## config.mk

```make
export PLATFORM = sky130hd
export DESIGN_NAME = regfile_wb_arbiter
export DESIGN_NICKNAME = d
export VERILOG_FILES = /design/src/rtl/regfile_wb_arbiter.sv
export SDC_FILE = /design/constraint.sdc
export NUM_CORES = 1
export LEC_CHECK = 0
export ABC_AREA = 1
export BUFFER_PORTS_ARGS = -buffer_cell sky130_fd_sc_hd__buf_4
export CAP_MARGIN = 20
export CORE_AREA = 2 2 128 130
export DETAILED_ROUTE_END_ITERATION = 8
export DIE_AREA = 0 0 130 132
export HOLD_SLACK_MARGIN = 0.05
export PLACE_DENSITY = 0.87
export SLEW_MARGIN = 10
export SYNTH_ARGS = -nofsm -noshare
export SYNTH_HDL_FRONTEND = slang
export SYNTH_SLANG_ARGS = --single-unit
```

## constraint.sdc

```tcl
create_clock -name i_clk -period 4.39 [get_ports i_clk]
set_input_delay 0.878 -clock i_clk [delete_from_list [all_inputs] [get_ports i_clk]]
set_output_delay 0.878 -clock i_clk [all_outputs]
set_load 0.01 [all_outputs]
```

## src/rtl/regfile_wb_arbiter.sv

```systemverilog
// Register-file write-port arbiter: pipeline writeback (A) beats a FIFO-buffered multi-cycle unit (B).
// Optional macro REGWB_PENDING_EN adds the o_pending in-flight register scoreboard output.
module regfile_wb_arbiter #(
    parameter int FIFO_DEPTH = 4,
    parameter int DATA_W     = 32,
    parameter int ADDR_W     = 5
) (
    input  logic                              i_clk,
    input  logic                              i_rst,
    input  logic                              i_a_valid,
    input  logic [ADDR_W-1:0]                 i_a_addr,
    input  logic [DATA_W-1:0]                 i_a_data,
    input  logic                              i_b_valid,
    output logic                              o_b_ready,
    input  logic [ADDR_W-1:0]                 i_b_addr,
    input  logic [DATA_W-1:0]                 i_b_data,
    output logic [ADDR_W-1:0]                 o_wa,
    output logic [DATA_W-1:0]                 o_wd,
    output logic                              o_we,
`ifdef REGWB_PENDING_EN
    output logic [2**ADDR_W-1:0]              o_pending,
`endif
    output logic [$clog2(FIFO_DEPTH):0]       o_fifo_count
);
    localparam int PTR_W = $clog2(FIFO_DEPTH);
    localparam int CNT_W = PTR_W + 1;

    logic [ADDR_W-1:0]     r_addr [FIFO_DEPTH];
    logic [DATA_W-1:0]     r_data [FIFO_DEPTH];
    logic [FIFO_DEPTH-1:0] r_kill;
    logic [PTR_W-1:0]      r_wr_ptr;
    logic [PTR_W-1:0]      r_rd_ptr;
    logic [CNT_W-1:0]      r_count;
    logic                  r_we;
    logic [ADDR_W-1:0]     r_wa;
    logic [DATA_W-1:0]     r_wd;

    logic w_a_wr;
    logic w_b_ready;
    logic w_push;
    logic w_pop;
    logic w_head_kill;
    logic w_push_killed;

    assign w_a_wr        = i_a_valid && (i_a_addr != '0);
    assign w_b_ready     = !i_rst && (r_count < CNT_W'(FIFO_DEPTH));
    // r0 pushes complete the handshake but never occupy a slot
    assign w_push        = i_b_valid && w_b_ready && (i_b_addr != '0);
    assign w_pop         = !w_a_wr && (r_count != '0);
    assign w_head_kill   = r_kill[r_rd_ptr];
    assign w_push_killed = w_a_wr && (i_b_addr == i_a_addr);

    assign o_b_ready    = w_b_ready;
    assign o_fifo_count = r_count;
    assign o_we         = r_we;
    assign o_wa         = r_wa;
    assign o_wd         = r_wd;

    always_ff @(posedge i_clk) begin
        if (w_push) begin
            r_addr[r_wr_ptr] <= i_b_addr;
            r_data[r_wr_ptr] <= i_b_data;
        end
    end

    always_ff @(posedge i_clk) begin
        if (i_rst) begin
            r_we     <= 1'b0;
            r_wa     <= '0;
            r_wd     <= '0;
            r_wr_ptr <= '0;
            r_rd_ptr <= '0;
            r_count  <= '0;
            r_kill   <= '0;
        end else begin
            if (w_a_wr) begin
                r_we <= 1'b1;
                r_wa <= i_a_addr;
                r_wd <= i_a_data;
            end else if (w_pop) begin
                r_we <= !w_head_kill;
                if (!w_head_kill) begin
                    r_wa <= r_addr[r_rd_ptr];
                    r_wd <= r_data[r_rd_ptr];
                end
            end else begin
                r_we <= 1'b0;
            end

            // stale slots may get marked too; a push always rewrites its own flag
            for (int i = 0; i < FIFO_DEPTH; i++) begin
                if (w_a_wr && (r_addr[i] == i_a_addr)) begin
                    r_kill[i] <= 1'b1;
                end
            end

            if (w_push) begin
                r_kill[r_wr_ptr] <= w_push_killed;
                r_wr_ptr         <= r_wr_ptr + PTR_W'(1);
            end
            if (w_pop) begin
                r_rd_ptr <= r_rd_ptr + PTR_W'(1);
            end
            r_count <= r_count + CNT_W'(w_push) - CNT_W'(w_pop);
        end
    end

`ifdef REGWB_PENDING_EN
    logic [2**ADDR_W-1:0] w_pending;
    logic [PTR_W-1:0]     w_off;

    always_comb begin
        w_pending = '0;
        w_off     = '0;
        for (int i = 0; i < FIFO_DEPTH; i++) begin
            w_off = PTR_W'(i) - r_rd_ptr;
            if (({1'b0, w_off} < r_count) && !r_kill[i]) begin
                w_pending[r_addr[i]] = 1'b1;
            end
        end
        if (r_we) begin
            w_pending[r_wa] = 1'b1;
        end
        w_pending[0] = 1'b0;
    end

    assign o_pending = w_pending;
`endif
endmodule

```

* After elaboration in Yosys (flattened, before gate mapping)
Memories as Yosys holds them, arrays and structs flattened. A register that Yosys moved wholly into a read port is not among the register bits.
Cells that the tools add are included.
Widths: inputs -> output; s select.
** Cells by class
- Reductions and logical operators :: 19
- Multiplexer cells :: 28
- Add/subtract/negate cells :: 4
- Equality and inequality tests :: 6
- Magnitude comparators :: 4
** Operators with widths (number)
- $mux 32 :: 3
- $eq 5x5->1 :: 5
- $mux 5 :: 3
- $mux 1 :: 14
- $logic_and 1x1->1 :: 11
- $reduce_bool 5->1 :: 2
- $mux 2 :: 4
- $lt 2x3->1 const B :: 2
- $add 2x1->2 const B :: 2
- $bwmux 4 :: 1
- $mux 4 :: 1
- $add 3x1->3 :: 1
- $logic_not 1->1 :: 3
- $lt 3x3->1 const B :: 1
- $reduce_bool 3->1 :: 1
- $sub 3x1->3 :: 1
- $bmux 1 s2 :: 1
- $demux 1 s2 :: 1
- $ge 2x1->1 const B :: 1
- $ne 2x2->1 const B :: 1
- $reduce_and 2->1 :: 1
- $reduce_bool 2->1 :: 1
** Word-level totals
- Memories kept :: 2
- Input port bits :: 78
- Memory bits (writable) :: 148
- Flip-flop bits (word level) :: 49
- Output and inout bits :: 42
- Logic and storage cells :: 70
** Memories
- r_data :: words 4, bits a word 32, rd ports 1, clocked after Yosys merged registers in 1, wr ports 1, RTL line 29 : logic [DATA_W-1:0] r_data [FIFO_DEPTH];
- r_addr :: words 4, bits a word 5, rd ports 5, clocked after Yosys merged registers in 1, wr ports 1, RTL line 28 : logic [ADDR_W-1:0] r_addr [FIFO_DEPTH];

* Logic depth before layout (Yosys ltp)
Gate-level depths: netlist of run 1.
- Word-level depth :: 7
- Mapped depth :: 13
- Mapped depth without buffers :: 11

* Least setup slack after synthesis of run 1
No wires, ideal clock.
- Kind :: in2reg
- Start point :: in i_a_addr[3]
- End point :: reg r_count[2] (netlist: o_fifo_count[2])
- Arrival time :: 2.751 ns
- Path buffers :: 2
- Required time :: 4.319 ns
- Stages :: 13
- Path slack :: 1.568 ns
- Setup time :: 0.071 ns
- Cell sequence :: buf_2 > inv_2 > nand3_2 > nand2_4 > buf_8 > nand2_2 > inv_2 > ha_1 > inv_1 > ha_1 > fa_1 > or2_2 > a21oi_1
** On the way
- Longest elaborated chain between the ends :: 5
** RTL lines
- start, declared :: RTL line 11 : input logic [ADDR_W-1:0] i_a_addr,
- $reduce_bool 5->1 :: RTL line 45 : assign w_a_wr = i_a_valid && (i_a_addr != '0);
- $logic_and 1x1->1 :: RTL line 45
- $logic_not 1->1 :: RTL line 49 : assign w_pop = !w_a_wr && (r_count != '0);
- $logic_and 1x1->1 :: RTL line 49
- via w_pop :: RTL line 41 : logic w_pop;
- $sub 3x1->3 :: RTL line 104 : r_count <= r_count + CNT_W'(w_push) - CNT_W'(w_pop);
- end signal, assigned :: RTL line 104
- end, declared :: RTL line 33 : logic [CNT_W-1:0] r_count;
The timed path passes the listed nets, and every way through them passes these cells.
A chain may end at the register's enable or synchronous reset.

* Worst setup path after layout of run 1
- Start point :: in i_a_addr[4]
- End point :: reg r_count[2] (netlist: o_fifo_count[2])
Same word-level chain as after synthesis.

==> results.json, run 1 <==
{
  "status": "finished, final reports clean",
  "finClkSkew_ps": 9.18,
  "rrSetupSlack_ps": 2110,
  "drt_iter0_drc": 782,
  "ir_worst_vdd_mv": 0.298,
  "crit_required_ps": 4760,
  "slew_violations": 0,
  "io_buffers": 119,
  "gr-total-overflow": 0,
  "cts_root_buf": "clkbuf_16",
  "num_vias": 6672,
  "die_height_microns": 132,
  "clk_pin_slew_ps": 70,
  "die_area_sq_um": 17200,
  "grt_max_degree": 75,
  "syn_nets": 1033,
  "seqPwrFrac_pct": 42.9,
  "hold_viol": 0,
  "hold_path.class": "flop to flop",
  "start_util_pct": 56.2,
  "wl_per_cell_microns": 15.9,
  "combPwrFrac_pct": 29.2,
  "synthArstFlopShare_pct": 0,
  "startpoint_type": "input pin",
  "post-dp-hpwl_mm": 12.3,
  "cts_resized": 0,
  "worstRegToRegCells": 8,
  "crit_buf_inv": 3,
  "grt.total_usage_pct": 24.1,
  "r2r_end": "o_fifo_count[2]$_SDFF_PP0_",
  "path_depth": 12,
  "slowest_stage": "fa_1",
  "wl_mm": 20.2,
  "tns_ps": 0,
  "h-tree-depth": 4,
  "cell_internal_pwr_mw": 3.59,
  "ctsHoldBuffers": 0,
  "synth_warnings": 0,
  "via_per_inst": 5.25,
  "num-nets-final": 1129,
  "finalSetupViolCount": 0,
  "syn_area_per_cell_sq_um": 9.31,
  "synth-edff-count": 148,
  "worstMarginPinSlew_ps": 865,
  "powerDensity_nw_per_um2": 519,
  "worstPathArrival_ps": 2980,
  "grt_pass1_vias": 6326,
  "cts.sinks": 199,
  "dr.pass1.iters": 5,
  "fin_hold_ws_ps": 486,
  "seq_area_frac_synth_pct": 61.9,
  "cp_max_fo": 35,
  "rsz0062_at_grt": "no",
  "antenna_found_initial": 0,
  "fin_cells": 1272,
  "clockBufferDepth": 2,
  "final_cell_mix": "257 x nand2_1, 228 x nor2_1, 148 x edfxtp_1",
  "nFillCells": 1156,
  "p_leak_nw": 4.47,
  "endpoint": "o_fifo_count[2]$_SDFF_PP0_",
  "final_util_pct": 65.9,
  "worstSetupPathType": "input pin to flop",
  "netlist_instances": 948,
  "crit_family": "simple AND/OR/NAND/NOR gates",
  "finalWeightedCongestion": 0.887,
  "total_power_mw": 5.37,
  "syn_to_final_growth_pct": 17.3,
  "insertedDiodeCount": 0,
  "die_x_microns": 130,
  "fmax_ghz": 0.383,
  "maxCapViolCount": 0,
  "startpoint": "i_a_addr[4]",
  "register_area_sq_um": 5470,
  "r2r-start": "o_fifo_count[2]$_SDFF_PP0_",
  "drc": 0,
  "fin_crit_sh_pct": 59.4,
  "swShare_pct": 33.2,
  "multi_input_area_sq_um": 2900,
  "syn_area_sq_um": 8830,
  "drive_gt1_share_pct": 16.6,
  "cp_slowest_stage_delay_ps": 380,
  "cp-end-kind": "flop",
  "relSlewSlack_pct": 42.3,
  "synth_flop_cell": "edfxtp_1",
  "postCtsSetupBuffers": 0,
  "mostFrequentLayoutCell": "nand2_1",
  "grt_pass1_wl_mm": 31.6,
  "ant_nets": 0,
  "core-area_sq_um": 15700,
  "dp.cells": 1240,
  "ys_types": 30,
  "crit_path_cell_trace": "buf_4 > nor2_2 > nand3_2 > nand2_4 > nand2_2 > inv_2 > ha_1 > inv_1 > ha_1 > fa_1 > or2_2 > a21oi_1",
  "clock_latency_ps": 430,
  "cpMostUsedCell": "ha_1",
  "clock_power_share_pct": 27.8,
  "ys_ff_latch": 199,
  "numCtsBuffers": 17,
  "ios": 120,
  "cts_tree": "done",
  "p_switching_mw": 1.78,
  "fin_crit_ps": 2610,
  "floorplan.rows": 46
}
==> worst min-delay path by stage <==
stage | start | to | slack [ps] | cells after the start
4_1_cts | o_wa[4]$_SDFFE_PP0P_ | o_wa[4]$_SDFFE_PP0P_ | 490 | 2
3_3_place_gp | o_wa[4]$_SDFFE_PP0P_ | o_wa[4]$_SDFFE_PP0P_ | 470 | 2
3_5_place_dp | o_wa[4]$_SDFFE_PP0P_ | o_wa[4]$_SDFFE_PP0P_ | 480 | 2
6_report | o_wa[4]$_SDFFE_PP0P_ | o_wa[4]$_SDFFE_PP0P_ | 490 | 2
5_1_grt | o_wa[0]$_SDFFE_PP0P_ | o_wa[0]$_SDFFE_PP0P_ | 510 | 2
2_1_floorplan | r_wr_ptr[1]$_SDFFE_PP0N_ | r_wr_ptr[1]$_SDFFE_PP0N_ | 490 | 2
==> per-stage QoR <==
| stage | cell area (sq um) | worst slack [ps] |
|---|---|---|
| after global routing | 10400 | 1630 |
| after global placement | 9770 | 1420 |
| final | 10400 | 1780 |
| after detailed placement | 9770 | 1370 |
| after floorplan | 8830 | 1570 |
| after CTS | 10300 | 1800 |
==> state kept, by name, summed over array words and instances, names as in the netlist, named ones only <==
| signal | flops |
|---|---|
| r_data | 128 |
| o_wd | 32 |
| r_addr | 20 |
| o_wa | 5 |
| r_kill | 4 |
| o_fifo_count | 3 |
| r_rd_ptr | 2 |
| r_wr_ptr | 2 |
| o_we | 1 |
==> worst register-to-register path, stage by stage, from the launching register on <==
cell and delay, ps:
dfxtp_1 360, nor3b_2 340, nand2_1 200, ha_1 320, inv_1 40, ha_1 180
fa_1 380, or2_2 300, a21oi_1 110
==> cells by family after synthesis <==
logic type,synth area share (%)
xor gates and xnor gates,1.49
buffers and inverters,5.26
DFF,61.9
adders and majority gates,1.08
AOI/OAI and AO/OA,4.73
and+or+nand+nor,25.5
==> power groups by stage <==
| stage | clock (mW) | combinational [mW] | sequential [mW] |
|---|---|---|---|
| detailed placement | 0 | 1.53 | 2.35 |
| global placement | 0 | 1.48 | 2.35 |
| CTS | 1.50 | 1.55 | 2.31 |
| finish | 1.50 | 1.57 | 2.31 |
| global route | 1.58 | 1.75 | 2.33 |
| floorplan | 0 | 1.00 | 2.39 |
==> cells in the mapped netlist, types with 3 or more instances <==
master    count  area share, %
o21ai_1      26            1.5
buf_1         3           0.13
nor2_1      228            9.7
nand3_1      18            1.0
inv_2         5           0.21
buf_4         9           0.77
buf_2        25            1.4
nand2_1     257             11
nand3b_1     36            3.1
dfxtp_1      51             12
o211ai_1      4           0.34
clkbuf_1     11           0.47
o21ai_0      42            2.4
ha_1          6           0.85
xor2_1       14            1.4
a21oi_1       8           0.45
inv_1        40            1.7
edfxtp_1    148             50
==> per-layer routing <==
layer  GRT usage (%)  vias up  wire (microns)
met1            32.0     3081            8260
li1                -     3261               -
met2            38.2      289            9780
met5               0        -               0
met4            9.62        0             527
met3            5.60       41            1650
==> cell type report <==
cell class / instances / share of cell area (%)
clock inverters: 14 / 1.34
inverters: 47 / 1.75
clock buffers: 17 / 4.11
flip-flops and latches: 199 / 52.8
multi-input cells: 651 / 28.0
repair buffers: 128 / 9.40
well taps: 216 / 2.61
Power figures use the tool's default switching activity.
==> run 2, diff against run 1 <==
--- a/config.mk
+++ b/config.mk
@@ -8,11 +8,11 @@
 export ABC_AREA = 1
 export BUFFER_PORTS_ARGS = -buffer_cell sky130_fd_sc_hd__buf_4
 export CAP_MARGIN = 20
-export CORE_AREA = 2 2 128 130
+export CORE_AREA = 2 2 134 136
 export DETAILED_ROUTE_END_ITERATION = 8
-export DIE_AREA = 0 0 130 132
+export DIE_AREA = 0 0 136 138
 export HOLD_SLACK_MARGIN = 0.05
-export PLACE_DENSITY = 0.87
+export PLACE_DENSITY = 0.84
 export SLEW_MARGIN = 10
 export SYNTH_ARGS = -nofsm -noshare
 export SYNTH_HDL_FRONTEND = slang
==> constraint.sdc (replaced) <==
create_clock -name i_clk -period 2.2 [get_ports i_clk]
set_input_delay 0.44 -clock i_clk [delete_from_list [all_inputs] [get_ports i_clk]]
set_output_delay 0.44 -clock i_clk [all_outputs]
set_load 0.01 [all_outputs]
==> run 2 against run 1 <==
Compared with the run above:
- hold slack worse by 290 ps
- via count is 1.9% higher
- final cell count is 2.8% higher
- die area is 9.4% higher
- highest routed layer unchanged
- setup slack worse by 1600 ps
- sequential share of layout area is 1.5 points lower
- clock skew is 0.62 ps lower
==> results.json, run 2 (synthesis results as in run 1) <==
{
  "fmax_ghz": 0.494,
  "hold_path.class": "input pin to flop",
  "dr.pass1.iters": 5,
  "insertedDiodeCount": 0,
  "cts_tree": "done",
  "numCtsBuffers": 17,
  "maxCapViolCount": 0,
  "drive_gt1_share_pct": 18.6,
  "grt_pass1_wl_mm": 33.0,
  "worstRegToRegCells": 10,
  "slowest_stage": "dfxtp_1",
  "cts_resized": 0,
  "hold_end": "r_data[2][24]$_DFFE_PP_",
  "fin_crit_ps": 2030,
  "min_from": "i_b_data[24]",
  "start_util_pct": 50.4,
  "grt.total_usage_pct": 22.7,
  "core-area_sq_um": 17500,
  "r2r_end": "o_fifo_count[2]$_SDFF_PP0_",
  "tns_ps": 0,
  "finalWeightedCongestion": 0.928,
  "ant_nets": 0,
  "grt_pass1_vias": 6587,
  "io_buffers": 119,
  "worstPathArrival_ps": 2400,
  "clk_pin_slew_ps": 70,
  "clockBufferDepth": 2,
  "postCtsSetupBuffers": 0,
  "drc": 0,
  "gr-total-overflow": 0,
  "wl_met3_mm": 1.57,
  "startpoint_type": "flop",
  "hold_path_depth": 1,
  "crit_required_ps": 2570,
  "num-nets-final": 1151,
  "total_power_mw": 11.0,
  "fin_crit_sh_pct": 92.1,
  "die_height_microns": 138,
  "rsz0062_at_grt": "no",
  "finalSetupViolCount": 0,
  "rrSetupSlack_ps": 170,
  "relSlewSlack_pct": 68.7,
  "r2r-start": "o_fifo_count[2]$_SDFF_PP0_",
  "wl_met2_mm": 10.4,
  "finClkSkew_ps": 8.56,
  "final_cell_mix": "257 x nand2_1, 228 x nor2_1, 148 x edfxtp_1",
  "crit_path_cell_trace": "nor2_1 > nand2_1 > nand2_4 > inv_2 > ha_1 > inv_1 > ha_2 > fa_2 > or2_4 > a21oi_1",
  "cp_max_fo": 5,
  "worstSetupPathType": "flop to flop",
  "die_x_microns": 136,
  "crit_family": "adder cells",
  "top_layer": "met4",
  "dp.cells": 1276,
  "floorplan.rows": 49,
  "p_leak_nw": 4.61,
  "hold_viol": 0,
  "wl_per_cell_microns": 16.0,
  "ios": 120,
  "die_area_sq_um": 18800,
  "cts_root_buf": "clkbuf_16",
  "ctsHoldBuffers": 0,
  "via_per_inst": 5.20,
  "fin_cells": 1308,
  "worstMarginPinSlew_ps": 470,
  "antenna_found_initial": 0,
  "num_vias": 6797,
  "h-tree-depth": 4,
  "powerDensity_nw_per_um2": 1030,
  "cp_slowest_stage_delay_ps": 360,
  "post-dp-hpwl_mm": 13.1,
  "mostFrequentLayoutCell": "nand2_1",
  "cp-end-kind": "flop",
  "ir_worst_vdd_mv": 0.577,
  "crit_buf_inv": 2,
  "wl_mm": 20.9,
  "drt_iter0_drc": 624,
  "top_register": "r_data",
  "clock_latency_ps": 440,
  "grt_max_degree": 78,
  "wl_met1_mm": 8.37,
  "largest_reg_flops": 128,
  "slew_violations": 0,
  "syn_to_final_growth_pct": 20.7,
  "cts.sinks": 199,
  "status": "finished, final reports clean"
}
## run 2: metrics by stage
| stage | utilization [%] | setup slack, ps | cell area, sq um | hold slack, ps |
|---|---|---|---|---|
| finish | 60.8 | 174 | 10700 | 193 |
| global placement | 57.4 | 43.0 | 10100 | 477 |
| floorplan | - | 1.63 | 8890 | 490 |
| global route | 60.8 | 5.78 | 10700 | 186 |
| CTS | 60.8 | 174 | 10700 | 186 |
| detailed placement | 57.4 | -5.54 | 10100 | 489 |
## run 2: where the power goes
| group | total, mW | switching, mW | internal (mW) |
|---|---|---|---|
| registers | 4.64 | 0.217 | 4.42 |
| clock network | 3.06 | 1.45 | 1.61 |
| logic | 3.29 | 1.97 | 1.32 |
## run 2: worst max path at each step
stage | startpoint | endpoint | slack (ps) | cells after the start
after floorplan | i_a_addr[3] | o_fifo_count[2]$_SDFF_PP0_ | 2 | 13
after global placement | i_a_addr[1] | o_fifo_count[2]$_SDFF_PP0_ | 40 | 12
after detailed placement | i_a_addr[1] | o_fifo_count[2]$_SDFF_PP0_ | -6 | 12
after CTS | o_fifo_count[2]$_SDFF_PP0_ | o_fifo_count[2]$_SDFF_PP0_ | 170 | 10
after global routing | o_fifo_count[2]$_SDFF_PP0_ | o_fifo_count[2]$_SDFF_PP0_ | 6 | 10
final | o_fifo_count[2]$_SDFF_PP0_ | o_fifo_count[2]$_SDFF_PP0_ | 170 | 10
## run 2: worst reg2reg max path, cell delays in order (launching register included)
cell,delay [ps]
dfxtp_1,360
nor2_1,120
nand2_1,120
nand2_4,120
inv_2,40
ha_1,270
inv_1,40
ha_2,170
fa_2,350
or2_4,230
a21oi_1,140
## run 2: per-layer routing
metal	up-vias	track usage, %
li1	3309	-
met4	0	10.4
met5	-	0
met2	262	36.6
met3	39	4.69
met1	3187	29.5
## run 2: cell type report
| cell class | count | area, sq um |
|---|---|---|
| Tap cell | 229 | 287 |
| Sequential cell | 199 | 5470 |
| Clock buffer | 17 | 425 |
| Clock inverter | 15 | 161 |
| Inverter | 47 | 181 |
| Multi-Input combinational cell | 651 | 2910 |
| Timing Repair Buffer | 150 | 1230 |
| Fill cell | 1363 | 6870 |
==> run 3, diff against run 2 <==
--- a/config.mk
+++ b/config.mk
@@ -12,7 +12,7 @@
 export DETAILED_ROUTE_END_ITERATION = 8
 export DIE_AREA = 0 0 136 138
 export HOLD_SLACK_MARGIN = 0.05
-export PLACE_DENSITY = 0.84
+export PLACE_DENSITY = 0.75
 export SLEW_MARGIN = 10
 export SYNTH_ARGS = -nofsm -noshare
 export SYNTH_HDL_FRONTEND = slang
==> run 3 against run 2 <==
Compared with the run above:
- global-route usage shrank 0.21 points
- first-iteration DRC count rose by 26%
- flip-flop and latch count unchanged
- clock-buffer cell count did not move
- largest cell class unchanged
==> results.json, run 3 (synthesis results as in run 1) <==
{
  "status": "finished, final reports clean",
  "grt_pass1_wl_mm": 32.1,
  "tns_ps": 0,
  "dp.cells": 1275,
  "cts_tree": "done",
  "wl_mm": 20.8,
  "fin_crit_sh_pct": 92.7,
  "ant_nets": 0,
  "top_register": "r_data",
  "cp_slowest_stage_delay_ps": 360,
  "antenna_found_initial": 1,
  "floorplan.rows": 49,
  "h-tree-depth": 4,
  "top_layer": "met4",
  "core-area_sq_um": 17500,
  "min_from": "i_b_data[24]",
  "fmax_ghz": 0.490,
  "post-dp-hpwl_mm": 12.9,
  "grt.total_usage_pct": 22.5,
  "dpl_worst_slack_ps": 9.05,
  "via_per_inst": 5.16,
  "finalSetupViolCount": 0,
  "maxCapViolCount": 0,
  "cp-end-kind": "flop",
  "worstSetupPathType": "flop to flop",
  "die_height_microns": 138,
  "wl_met3_mm": 1.56,
  "grt_max_degree": 78,
  "fin_ws_ps": 160,
  "cp_max_fo": 5,
  "crit_path_cell_trace": "nor2_1 > nand2_1 > nand2_4 > inv_2 > ha_1 > inv_1 > ha_2 > fa_2 > or2_4 > a21oi_1",
  "slowest_stage": "dfxtp_1",
  "fin_cells": 1308,
  "cts.sinks": 199,
  "die_area_sq_um": 18800,
  "ios": 120,
  "num_vias": 6745,
  "io_buffers": 119,
  "crit_family": "adder cells",
  "num-nets-final": 1150,
  "finalWeightedCongestion": 0.856,
  "crit_buf_inv": 2,
  "dr.pass1.iters": 5,
  "powerDensity_nw_per_um2": 1030,
  "drt_iter0_drc": 788,
  "drc": 0,
  "clockBufferDepth": 2,
  "ctsHoldBuffers": 0,
  "startpoint": "o_fifo_count[2]$_SDFF_PP0_",
  "finClkSkew_ps": 10.8,
  "cts_resized": 0,
  "wl_per_cell_microns": 15.9,
  "fin_crit_ps": 2040,
  "drive_gt1_share_pct": 18.6,
  "worstMarginPinSlew_ps": 524,
  "wl_met2_mm": 10.0,
  "crit_required_ps": 2570,
  "ir_worst_vdd_mv": 0.614,
  "hold_path.class": "input pin to flop",
  "die_x_microns": 136,
  "largest_reg_flops": 128,
  "wl_met1_mm": 8.76,
  "mostFrequentLayoutCell": "nand2_1",
  "slew_violations": 0,
  "startpoint_type": "flop",
  "grt_pass1_vias": 6230,
  "worstPathArrival_ps": 2410,
  "hold_viol": 0,
  "clk_pin_slew_ps": 80,
  "postCtsSetupBuffers": 0,
  "cts_root_buf": "clkbuf_16",
  "start_util_pct": 50.4,
  "gr-total-overflow": 0,
  "rsz0062_at_grt": "no",
  "numCtsBuffers": 17,
  "relSlewSlack_pct": 65.0,
  "p_leak_nw": 4.62,
  "final_cell_mix": "257 x nand2_1, 228 x nor2_1, 148 x edfxtp_1",
  "syn_to_final_growth_pct": 21.0,
  "r2r-start": "o_fifo_count[2]$_SDFF_PP0_",
  "clock_latency_ps": 440
}
run 3: area by class of cell:
cell class	count	area, sq um
tap	229	287
timing repair buffer	149	1230
inverter	47	181
clock buffer	17	425
sequential	199	5470
multi-input combinational	651	2910
clock inverter	15	179
fill	1455	6850
antenna	1	2.50
run 3: path summary, 6_finish.rpt:
| kind | endpoint | slack, ps | cells after the start |
|---|---|---|---|
| setup / recovery | o_fifo_count[2]$_SDFF_PP0_ | 160 | 10 |
| hold / removal | r_data[1][24]$_DFFE_PP_ | 200 | 1 |
| setup reg to reg | o_fifo_count[2]$_SDFF_PP0_ | 160 | 10 |
| hold reg to reg | o_wa[4]$_SDFFE_PP0P_ | 490 | 2 |
run 3: power breakdown:
| group | total [mW] | switching [mW] | internal (mW) |
|---|---|---|---|
| logic | 3.31 | 2.00 | 1.32 |
| clock network | 3.09 | 1.54 | 1.54 |
| registers | 4.61 | 0.189 | 4.42 |
| total | 11.0 | 3.73 | 7.28 |
run 3: metal layers:
layer  vias to the layer above  track usage [%]
met5                         -                0
met2                       280             35.0
met3                        43             4.77
met1                      3118             30.6
met4                         0             9.65
li1                       3304                -
run 3: metrics by stage:
stage / power (mW) / hold slack [ps] / cell area (sq um) / util (%)
after global routing: 11.6 / 185 / 10700 / 60.9
final: 11.0 / 198 / 10700 / 60.9
after CTS: 11.1 / 188 / 10700 / 60.9
after detailed placement: 7.98 / 483 / 10100 / 57.5
after floorplan: 6.80 / 490 / 8890 / -
after global placement: 7.92 / 478 / 10100 / 57.5
